[config.mk]
export PLATFORM = sky130hd
export DESIGN_NAME = timer_dev
export DESIGN_NICKNAME = d
export VERILOG_FILES = /design/src/rtl/timer_dev_pkg.sv /design/src/rtl/timer_dev.sv
export SDC_FILE = /design/constraint.sdc
export NUM_CORES = 1
export LEC_CHECK = 0
export ABC_CLOCK_PERIOD_IN_PS = 3700
export CORE_MARGIN = 1
export CORE_UTILIZATION = 49
export DETAILED_ROUTE_END_ITERATION = 6
export PLACE_DENSITY = 0.81
export SLEW_MARGIN = 25
export SYNTH_ARGS = -nofsm -noshare
export SYNTH_HDL_FRONTEND = slang
export SYNTH_SLANG_ARGS = --single-unit
[constraint.sdc]
create_clock -name clk -period 3.7 [get_ports clk]
set_clock_uncertainty 0.1 [all_clocks]
set_input_delay 1.11 -clock clk [delete_from_list [all_inputs] [get_ports clk]]
set_output_delay 1.11 -clock clk [all_outputs]
set_load 0.01 [all_outputs]
[src/rtl/timer_dev_pkg.sv]
// Shared definitions for the memory-mapped countdown timer:
// register offsets, CTRL bit layout, mode codes and FSM encoding.
package timer_dev_pkg;

    localparam logic [1:0] OFF_CTRL   = 2'd0;
    localparam logic [1:0] OFF_PRESET = 2'd1;
    localparam logic [1:0] OFF_COUNT  = 2'd2;

    localparam int CTRL_EN      = 0;
    localparam int CTRL_MODE_LO = 1;
    localparam int CTRL_MODE_HI = 2;
    localparam int CTRL_IM      = 3;

    localparam logic [1:0] MODE_ONESHOT  = 2'd0;
    localparam logic [1:0] MODE_PERIODIC = 2'd1;

    typedef enum logic [1:0] {
        ST_IDLE = 2'd0,
        ST_LOAD = 2'd1,
        ST_CNT  = 2'd2,
        ST_INT  = 2'd3
    } state_t;

endpackage

[src/rtl/timer_dev.sv]
// Programmable countdown timer on the device side of the MEM stage.
// CTRL/PRESET/COUNT word registers, 4-state FSM, level irq to CP0.
module timer_dev
    import timer_dev_pkg::*;
#(
    parameter logic [31:0] BASE_ADDR = 32'h0000_7F00,
    parameter int          DATA_W    = 32
) (
    input  logic              clk,
    input  logic              reset,
    input  logic              sel,
    input  logic              we,
    input  logic [31:0]       addr,
    input  logic [DATA_W-1:0] wdata,
    output logic [DATA_W-1:0] rdata,
    output logic              irq
);

    logic [3:0]        r_ctrl;
    logic [DATA_W-1:0] r_preset;
    logic [DATA_W-1:0] r_count;
    logic              r_irq_flag;
    state_t            r_state;

    state_t            w_state_nxt;
    logic              w_load;
    logic              w_dec;
    logic              w_set_flag;
    logic              w_clr_fsm;
    logic              w_en_clr;

    logic [31:0]       w_off;
    logic [1:0]        w_reg;
    logic              w_wr_ctrl;
    logic              w_wr_preset;
    logic              w_en;
    logic              w_periodic;
    logic              w_unused;

    // BASE_ADDR is 16-byte aligned, so only the word index matters.
    assign w_off       = addr - BASE_ADDR;
    assign w_reg       = w_off[3:2];
    assign w_unused    = &{1'b0, w_off[31:4], w_off[1:0]};

    assign w_wr_ctrl   = sel & we & (w_reg == OFF_CTRL);
    assign w_wr_preset = sel & we & (w_reg == OFF_PRESET);
    assign w_en        = r_ctrl[CTRL_EN];
    assign w_periodic  = (r_ctrl[CTRL_MODE_HI:CTRL_MODE_LO]
                          == MODE_PERIODIC);

    assign irq = r_irq_flag & r_ctrl[CTRL_IM];

    // Zero-latency read mux over the register file.
    always_comb begin
        rdata = '0;
        case (w_reg)
            OFF_CTRL:   rdata = {{(DATA_W-4){1'b0}}, r_ctrl};
            OFF_PRESET: rdata = r_preset;
            OFF_COUNT:  rdata = r_count;
            default:    rdata = '0;
        endcase
    end

    // FSM state register.
    always_ff @(posedge clk) begin
        if (reset) r_state <= ST_IDLE;
        else       r_state <= w_state_nxt;
    end

    // FSM next state and datapath strobes; modes 2/3 act as one-shot.
    always_comb begin
        w_state_nxt = r_state;
        w_load      = 1'b0;
        w_dec       = 1'b0;
        w_set_flag  = 1'b0;
        w_clr_fsm   = 1'b0;
        w_en_clr    = 1'b0;
        unique case (r_state)
            ST_IDLE: begin
                if (w_en) w_state_nxt = ST_LOAD;
            end
            ST_LOAD: begin
                w_load      = 1'b1;
                w_state_nxt = ST_CNT;
            end
            ST_CNT: begin
                if (!w_en) begin
                    w_state_nxt = ST_IDLE;
                end else if (r_count != '0) begin
                    w_dec = 1'b1;
                end else begin
                    w_set_flag  = 1'b1;
                    w_state_nxt = ST_INT;
                end
            end
            ST_INT: begin
                if (w_periodic) begin
                    w_clr_fsm   = 1'b1;
                    w_state_nxt = ST_LOAD;
                end else begin
                    w_en_clr    = 1'b1;
                    w_state_nxt = ST_IDLE;
                end
            end
            default: w_state_nxt = ST_IDLE;
        endcase
    end

    // CTRL: a CPU write takes priority over the one-shot EN clear.
    always_ff @(posedge clk) begin
        if (reset)          r_ctrl <= '0;
        else if (w_wr_ctrl) r_ctrl <= wdata[3:0];
        else if (w_en_clr)  r_ctrl[CTRL_EN] <= 1'b0;
    end

    // PRESET: only sampled by LOAD, so mid-count writes wait a period.
    always_ff @(posedge clk) begin
        if (reset)            r_preset <= '0;
        else if (w_wr_preset) r_preset <= wdata;
    end

    // COUNT: reload or decrement; never wraps since dec needs COUNT!=0.
    always_ff @(posedge clk) begin
        if (reset)       r_count <= '0;
        else if (w_load) r_count <= r_preset;
        else if (w_dec)  r_count <= r_count - DATA_W'(1);
    end

    // irq_flag: FSM set beats any clear in the same cycle.
    always_ff @(posedge clk) begin
        if (reset)
            r_irq_flag <= 1'b0;
        else if (w_set_flag)
            r_irq_flag <= 1'b1;
        else if (w_wr_ctrl | w_wr_preset | w_clr_fsm)
            r_irq_flag <= 1'b0;
    end

endmodule

* Word level (Yosys, flattened, before mapping) *
Cells that the tools add are included.

operators by class
  reductions and logical operators = 7
  add/subtract/negate cells = 2
  mux-type cells = 23
  eq/ne operators = 8
  bitwise operators = 6

operators with widths
  operator               count
  $pmux 32 s3            1
  $mux 32                2
  $reduce_bool 32->1     1
  $sub 32x1->32 const B  1
  $mux 1                 16
  $pmux 2 s4             1
  $eq 2x1->1 const B     3
  $eq 2x2->1 const B     3
  $mux 2                 3
  $reduce_bool 2->1      3
  $and 1x1->1            4
  $logic_not 2->1        2
  $sub 4x1->4 const B    1
  $ne 3x3->1 const B     1
  $ne 2x2->1 const B     1
  $or 1x1->1             2
  $reduce_and 2->1       1

word-level totals
  output and inout bits = 33
  register bits after elaboration = 71
  input bits = 68
  word-level logic and storage cells = 52

* Logic depth before layout (Yosys ltp) *
Gate-level depths: netlist of run 1.

  word-level depth = 7
  mapped depth = 8
  depth with buffers taken out = 7

* Least setup slack after synthesis of run 1 *
OpenSTA, ideal clock, no wires.

  path type = input to output
  start = input port addr[3]
  end = output port rdata[10]
  buffers on the path = 3
  required time = 2.490 ns
  stages = 5
  path slack = 0.169 ns
  arrival time = 2.321 ns
  cells stage by stage = clkbuf_1 > nor2b_1 > clkbuf_1 > buf_1 > a22o_1

on the way
  longest elaborated chain between the ends = 3
  elaborated cells on any way between the ends = 5
  those cells by class = add/sub (1); eq/ne (2); mux (1); reduce/logical (1)

RTL lines
  item                                      line             source
  from (decl)                               timer_dev.sv:13  input logic [31:0] addr,
  $sub 4x1->4 *                             timer_dev.sv:41  assign w_off = addr - BASE_ADDR;
  $eq 2x2->1, or another cell as far along  timer_dev.sv:56  case (w_reg)
  $pmux 32 s3 *                             timer_dev.sv:56
  to (decl)                                 timer_dev.sv:15  output logic [DATA_W-1:0] rdata,

Mark *: on every way between the ends. The rest lies on a longest branch, timed or not.

* Final worst setup path of run 1 *
  start = input port addr[2]
  end = output port rdata[26]

The elaborated chain is that of the path after synthesis.

==> run summary, run 1 <==
* 277 MHz — top achievable clock speed
* 7.76 sq um — average footprint of a synthesized cell
* 70 — # port buffers
* 8 — top fanout value on the critical path
* 9 — clock buffers created by TritonCTS
* 50 — number of distinct library cells after synthesis
* 616 — count of nets after finishing
* 0.944 ns — pin slew with the least headroom to its limit
* 17.7 um — routed wirelength normalized by instance count
* 0 — number of hold buffers added after CTS
* 4800 sq um — design area
* 486 — Gate Count Post-Synth
* 71 — clock sink count
* 4134 — Vias
* 0.370 — worst rel slew slack
* 2 — worst-case clock buffer depth
* 0 — Max Cap Viol
* completed — result of the run
* 27.3% — area overhead of the layout relative to synthesis
* 0.515 — Initial Util
* sky130_fd_sc_hd__clkbuf_8 — Clk Tree Root Cell
* input port to output pin — startpoint-to-endpoint class of the critical path
* 2.49 ns — data required time of the critical path
* 40 — maximum number of pins on one net before global-route repair
* 6.35 — Vias/cell
* 0.377 — Synth top area share
* 0.977 — fraction of the cycle the final worst path needs
* register to register — Hold Crit Class
* 0 — post-route DRC violation count
* sky130_fd_sc_hd__dfxtp_1 38%, sky130_fd_sc_hd__nand2_1 9.7%, sky130_fd_sc_hd__a21oi_1 6.9%, sky130_fd_sc_hd__a22o_1 6.7%, sky130_fd_sc_hd__clkbuf_1 3.0% — cell types occupying the most area after synthesis
* 8060 sq um — Die Area
* 3.62 ns — final critical path time including I/O delays and setup
* 233 uV — Worst VDD drop
* 1.92 nW — leakage dissipation
* sky130_fd_sc_hd__dfxtp_1 — Main synth FF type
* 0.291 — global-route usage over all layers
* 0.35 ns — clock latency of the later-clocked register in the worst-skew pair
* 0.0996 — share of post-route cells with drive strength above 1
* 2.41 ns — Worst Path Arrival
* 71 — register bit total from synthesis
* 101 — Top-Level Pins
* 0.905 — weighted congestion at the end of routability-driven global placement
* input port — crit path launch type
* 0 — async set or reset register ratio after synthesis
* sky130_fd_sc_hd__dfxtp_1 — top cell type by total area after synthesis
* 0 — fin. max-slew vios
* 0.08 ns — clock transition at the register clock pins on the worst setup and hold paths after CTS
* 0 — count of final setup violators
* 0 — EDFF count, synth
* 527 — Iter 0 DRT Violations
* 3772 — vias in the first global route
* 7330 sq um — area inside the core boundary
* 0 — number of antenna-violating nets in the routed design
* 89.8 um — Die Y
* 0 — total count of hold-check failures in the final report
* 555 — post-synthesis net count
* 31 — number of core rows
* 0 — total overflow reported by the global router
* 3770 sq um — area of the mapped netlist
* 0 ns — total negative slack
* 7550 um — DPL Wire Length
* 89.8 um — DIE WIDTH
* 11500 um — drt total wl
* 305 nW/um^2 — areal power density over the cells
* 4580 sq um — Post-Place Cell Area
* 3 — number of H-tree levels
* 0 — number of antenna cells inserted
* done — clock tree from TritonCTS
* output pin — CP endpoint kind
* 18900 um — global-route wire length before repair
* 5 — length of the first detailed-routing pass in iterations
* 0 — Warnings, synthesis
* 0 — initial antenna violation count
* 0.377 — register area share after synthesis
* no — unrepaired setup endpoints after global routing
state kept, by name, indices dropped and copies added, names as in the netlist:
signal / flops
r_preset: 32
r_count: 32
r_ctrl: 4
r_state: 2
r_irq_flag: 1
metal layers:
layer	global-route usage	part of all wire
met3	0.0482	0.11
met1	0.425	0.43
met2	0.421	0.43
met4	0.124	0.022
met5	0	0
cell families (layout without fill, tap and decap cells):
logic type	after synthesis	after routing	synth area share
DFF	71	71	0.377
xor gates and xnor gates	1	1	0.00232
muxes	8	8	0.0212
and+or+nand+nor	214	214	0.281
AOI/OAI and AO/OA	144	144	0.265
buffers and inverters	47	113	0.0504
adders and majority gates	1	1	0.00332
metrics by stage:
stage | utilization | setup slack (ns) | total power [W] | hold slack [ns] | instances
after detailed placement | 0.625 | -0.322 | 0.000925 | 0.366 | 630
final | 0.655 | 0.0839 | 0.00146 | 0.377 | 651
after global routing | 0.655 | 0.0631 | 0.00151 | 0.393 | 651
after CTS | 0.655 | 0.000289 | 0.00147 | 0.377 | 651
after floorplan | - | 0.169 | 0.000853 | 0.344 | 486
after global placement | 0.625 | -0.322 | 0.000922 | 0.361 | 630
cell type report:
cell class | instances | area [sq um]
well taps | 99 | 124
repair buffers | 91 | 892
multi-input cells | 368 | 2180
clock inverters | 6 | 37.5
inverters | 6 | 22.5
flip-flops and latches | 71 | 1420
fillers | 619 | 2530
clock buffers | 10 | 128
worst paths after layout:
| kind | startpoint | cells past startpoint | end | slack, ns |
|---|---|---|---|---|
| worst min register to register | r_preset[11] | 2 | r_preset[11] | 0.38 |
| worst max register to register | r_count[18] | 6 | r_count[13] | 0.65 |
| worst min-delay path | r_preset[11] | 2 | r_preset[11] | 0.38 |
| worst max-delay path | addr[2] | 6 | rdata[26] | 0.08 |
cell usage after synthesis (2+ instances only):
library cell	instances
sky130_fd_sc_hd__a22oi_1	3
sky130_fd_sc_hd__and3_1	5
sky130_fd_sc_hd__or2_2	5
sky130_fd_sc_hd__a21oi_1	52
sky130_fd_sc_hd__a22o_1	29
sky130_fd_sc_hd__or4_4	3
sky130_fd_sc_hd__nand4_1	5
sky130_fd_sc_hd__dfxtp_1	71
sky130_fd_sc_hd__nor4_1	12
sky130_fd_sc_hd__nand4b_1	2
sky130_fd_sc_hd__nand3_1	21
sky130_fd_sc_hd__o311ai_1	3
sky130_fd_sc_hd__o21ai_0	7
sky130_fd_sc_hd__o211ai_1	7
sky130_fd_sc_hd__buf_2	4
sky130_fd_sc_hd__or3_1	10
sky130_fd_sc_hd__o311a_1	2
sky130_fd_sc_hd__o311ai_0	5
sky130_fd_sc_hd__nor2b_1	4
sky130_fd_sc_hd__o31ai_1	2
sky130_fd_sc_hd__nand2_1	98
sky130_fd_sc_hd__a32oi_1	7
sky130_fd_sc_hd__nor2_1	18
sky130_fd_sc_hd__nor3_1	8
sky130_fd_sc_hd__a31oi_1	16
sky130_fd_sc_hd__or4_1	7
sky130_fd_sc_hd__a41oi_1	2
sky130_fd_sc_hd__inv_1	6
sky130_fd_sc_hd__a31o_2	2
sky130_fd_sc_hd__nor4_2	2
sky130_fd_sc_hd__clkbuf_1	30
sky130_fd_sc_hd__nand3b_1	2
sky130_fd_sc_hd__nand2b_1	5
sky130_fd_sc_hd__buf_1	5
sky130_fd_sc_hd__and2_1	4
sky130_fd_sc_hd__mux2i_1	8
layout by cell type, fill, tap and decap left out, drive strengths merged, types with 10 or more instances in the layout:
cell,instances
a21oi,52
buf,21
or3,11
a22o,29
clkbuf,10
nand2,98
nand3,21
dlygate4sd2,30
nor2,18
nor4,14
or4,10
clkdlybuf4s50,35
a31oi,16
dfxtp,71
power breakdown:
group	switching (W)	internal, W	total [W]
Combinational	0.0000678	0.0000706	0.000138
Clock	0.000305	0.000239	0.000544
Sequential	0.00000954	0.000772	0.000782
timing repair:
item | 4_1_cts | 5_1_grt
pin swaps | 0 | 0
endpoints found under the setup margin | 32 | 2
resized for setup | 38 | 2
gates cloned | 2 | 0
hold endpoints to repair | 0 | 0
buffers inserted | 3 | 0
worst max-delay path: stages:
cell	delay (ns)
sky130_fd_sc_hd__clkdlybuf4s15_2	0.23
sky130_fd_sc_hd__nor2b_4	0.16
sky130_fd_sc_hd__buf_4	0.13
sky130_fd_sc_hd__bufbuf_16	0.27
sky130_fd_sc_hd__a22o_1	0.21
sky130_fd_sc_hd__dlygate4sd2_1	0.29
Note: power is estimated with default switching activity, not from simulation.
==> run 2: changes to the inputs <==
--- a/config.mk
+++ b/config.mk
@@ -8,8 +8,9 @@
 export ABC_CLOCK_PERIOD_IN_PS = 3700
 export CORE_MARGIN = 1
 export CORE_UTILIZATION = 49
+export CTS_CLUSTER_SIZE = 16
 export DETAILED_ROUTE_END_ITERATION = 6
-export PLACE_DENSITY = 0.81
+export PLACE_DENSITY = 0.92
 export SLEW_MARGIN = 25
 export SYNTH_ARGS = -nofsm -noshare
 export SYNTH_HDL_FRONTEND = slang
==> run 2 against run 1 <==
Clock power up 7.4%; via count increased by 0.75%; clock-buffer cell count is the same; sequential share of layout area grew 0.069 points; worst hold slack got worse by 0.0024 ns; critical path type unchanged.
==> run summary, run 2 (synthesis results as in run 1) <==
* 11500 um — drt total wl, -0.12%
* 0 — total count of hold-check failures in the final report, unchanged
* 5250 um — met2 wire len, +5.2%
* 0.343 — worst rel slew slack, -0.0276
* 98 x sky130_fd_sc_hd__nand2_1, 71 x sky130_fd_sc_hd__dfxtp_1, 52 x sky130_fd_sc_hd__a21oi_1 — commonest non-fill, non-tap cells in the layout
* 3 — number of H-tree levels, unchanged
* 0.515 — Initial Util, unchanged
* 0.981 ns — pin slew with the least headroom to its limit, +0.0370 ns
* no — unrepaired setup endpoints after global routing
* 1260 um — met3 wire length, -2.0%
* 0.285 — global-route usage over all layers, -0.00606
* 71 — clock sink count, unchanged
* 4790 sq um — design area, -0.23%
* 0 — number of antenna cells inserted, unchanged
* 620 — Iter 0 DRT Violations, +18%
* 89.8 um — Die Y, unchanged
* 31 — number of core rows, unchanged
* 0.521 — fraction of power consumed by sequential logic, -0.013
* register to register — Hold Crit Class
* 0.07 ns — clock transition at the register clock pins on the worst setup and hold paths after CTS, about the same
* 0.00114 W — cell-internal power, +5.7%
* 313 nW/um^2 — areal power density over the cells, +2.7%
* 4165 — Vias, +0.75%
* 44 — maximum number of pins on one net before global-route repair, +10%
* 1.95 nW — leakage dissipation, +1.9%
* 0 — fin. max-slew vios, unchanged
* 17.8 um — routed wirelength normalized by instance count, +0.19%
* 0 — number of antenna-violating nets in the routed design, unchanged
* 0 — post-route DRC violation count, unchanged
* 14 — top fanout value on the critical path, +6
* 89.8 um — DIE WIDTH, unchanged
* 0 — Max Cap Viol, unchanged
* 6.42 — Vias/cell, +1.1%
* 7330 sq um — area inside the core boundary, unchanged
* 0.999 — weighted congestion at the end of routability-driven global placement, +10%
* 2 — worst-case clock buffer depth, unchanged
* input port — crit path launch type
* 4610 um — sum of routed wire segments on met1, -8.0%
* 0 — count of final setup violators, unchanged
* 2.45 ns — Worst Path Arrival, +0.04 ns
* completed — result of the run
* 0.00150 W — post-route total power, +2.5%
* 222 uV — Worst VDD drop, -4.7%
* 0.374 ns — Hold WS, -0.00239 ns
* sky130_fd_sc_hd__clkbuf_8 — Clk Tree Root Cell
* 0 — initial antenna violation count, unchanged
* 0.000357 W — Net Switching, -6.7%
* input port to output pin — startpoint-to-endpoint class of the critical path
* 0.654 — utilization of the core after routing, -0.00154
* 0.0945 — share of post-route cells with drive strength above 1, -0.00509
* 615 — count of nets after finishing, -0.16%
* sky130_fd_sc_hd__nand2_1 — most common library cell in the layout ignoring fill and taps
* 273 MHz — top achievable clock speed, -1.3%
* 0 ns — total negative slack, unchanged
* 7850 um — DPL Wire Length, +4.0%
* 3.66 ns — final critical path time including I/O delays and setup, +0.0483 ns
* 0.35 ns — clock latency of the later-clocked register in the worst-skew pair, about the same
* 101 — Top-Level Pins, unchanged
* output pin — CP endpoint kind
* 3880 — vias in the first global route, +2.9%
* met4 — max layer used
* 9 — clock buffers created by TritonCTS, unchanged
* 8060 sq um — Die Area, unchanged
* 0.238 — Sw Share, -0.0233
* 0 — number of hold buffers added after CTS, unchanged
* done — clock tree from TritonCTS
* 575 — total of fill cells in the finished design, -7.1%
* 18700 um — global-route wire length before repair, -0.69%
* 27.0% — area overhead of the layout relative to synthesis
* 0.090 — part of the power in combinational logic, -0.004
* 70 — # port buffers, unchanged
* r_count x32, r_preset x32, r_ctrl x4 — registers with the most flip-flops
* 0 — total overflow reported by the global router, unchanged
* 0.990 — fraction of the cycle the final worst path needs, +0.0130
* 0.389 — share of total power in the clock network, +0.017
* 2.49 ns — data required time of the critical path, about the same
* 4590 sq um — Post-Place Cell Area, +0.16%
* 7 — length of the first detailed-routing pass in iterations, +2
==> run 2: cell count changes in the layout (fill, tap and decap cells not counted) <==
cell and delta:
sky130_fd_sc_hd__buf_16 -1, sky130_fd_sc_hd__bufinv_16 +1, sky130_fd_sc_hd__clkdlybuf4s15_1 -1, sky130_fd_sc_hd__clkdlybuf4s15_2 -1
sky130_fd_sc_hd__clkinv_2 +1, sky130_fd_sc_hd__clkinvlp_4 -3, sky130_fd_sc_hd__dlymetal6s2s_1 +2
==> run 2: path summary, 6_finish.rpt <==
path | from | to | slack (ns) | cells after the start
worst max-delay path | addr[2] | rdata[16] | 0.04 | 6
worst min-delay path | r_preset[10] | r_preset[10] | 0.37 | 2
worst max register to register | r_count[18] | r_count[9] | 0.53 | 6
worst min register to register | r_preset[10] | r_preset[10] | 0.37 | 2
==> run 2: final cells by class <==
| class | instances | area (sq um) | area share |
|---|---|---|---|
| Clock buffer | 10 | 128 | 0.0266 |
| Clock inverter | 5 | 50.0 | 0.0104 |
| Inverter | 6 | 22.5 | 0.00470 |
| Multi-Input combinational cell | 368 | 2180 | 0.455 |
| Sequential cell | 71 | 1420 | 0.297 |
| Tap cell | 99 | 124 | 0.0258 |
| Timing Repair Buffer | 90 | 868 | 0.181 |
==> run 2: power by group through the flow <==
stage,Sequential [W],Combinational (W),Clock (W)
after floorplan,0.000796,0.0000579,0
after global placement,0.000799,0.000124,0
after detailed placement,0.000800,0.000127,0
after CTS,0.000782,0.000131,0.000583
after global routing,0.000783,0.000145,0.000619
final,0.000783,0.000134,0.000584
==> run 2: layer usage <==
| layer | global-route usage | vias to the layer above |
|---|---|---|
| met5 | 0 | - |
| met4 | 0.156 | 0 |
| met3 | 0.0584 | 51 |
| met2 | 0.442 | 267 |
| met1 | 0.370 | 1928 |
| li1 | - | 1919 |
==> run 2: metrics by stage <==
stage	std cells	setup slack, ns
after global routing	649	0.00219
final	649	0.0356
after global placement	631	-0.282
after detailed placement	631	-0.335
after CTS	647	0.00473
after floorplan	486	0.169
==> run 2: repair_timing <==
item / 4_1_cts / 5_1_grt
pin swaps: 0 / 0
resized for setup: 32 / 4
setup endpoints to repair: 32 / 4
setup buffers: 0 / 2
gates cloned: 1 / 0
==> run 2: critical path: stages <==
cell and delay, ns:
sky130_fd_sc_hd__dlygate4sd2_1 0.27, sky130_fd_sc_hd__buf_4 0.15, sky130_fd_sc_hd__nor2b_4 0.16, sky130_fd_sc_hd__bufbuf_16 0.30, sky130_fd_sc_hd__a22o_1 0.16, sky130_fd_sc_hd__dlygate4sd2_1 0.30
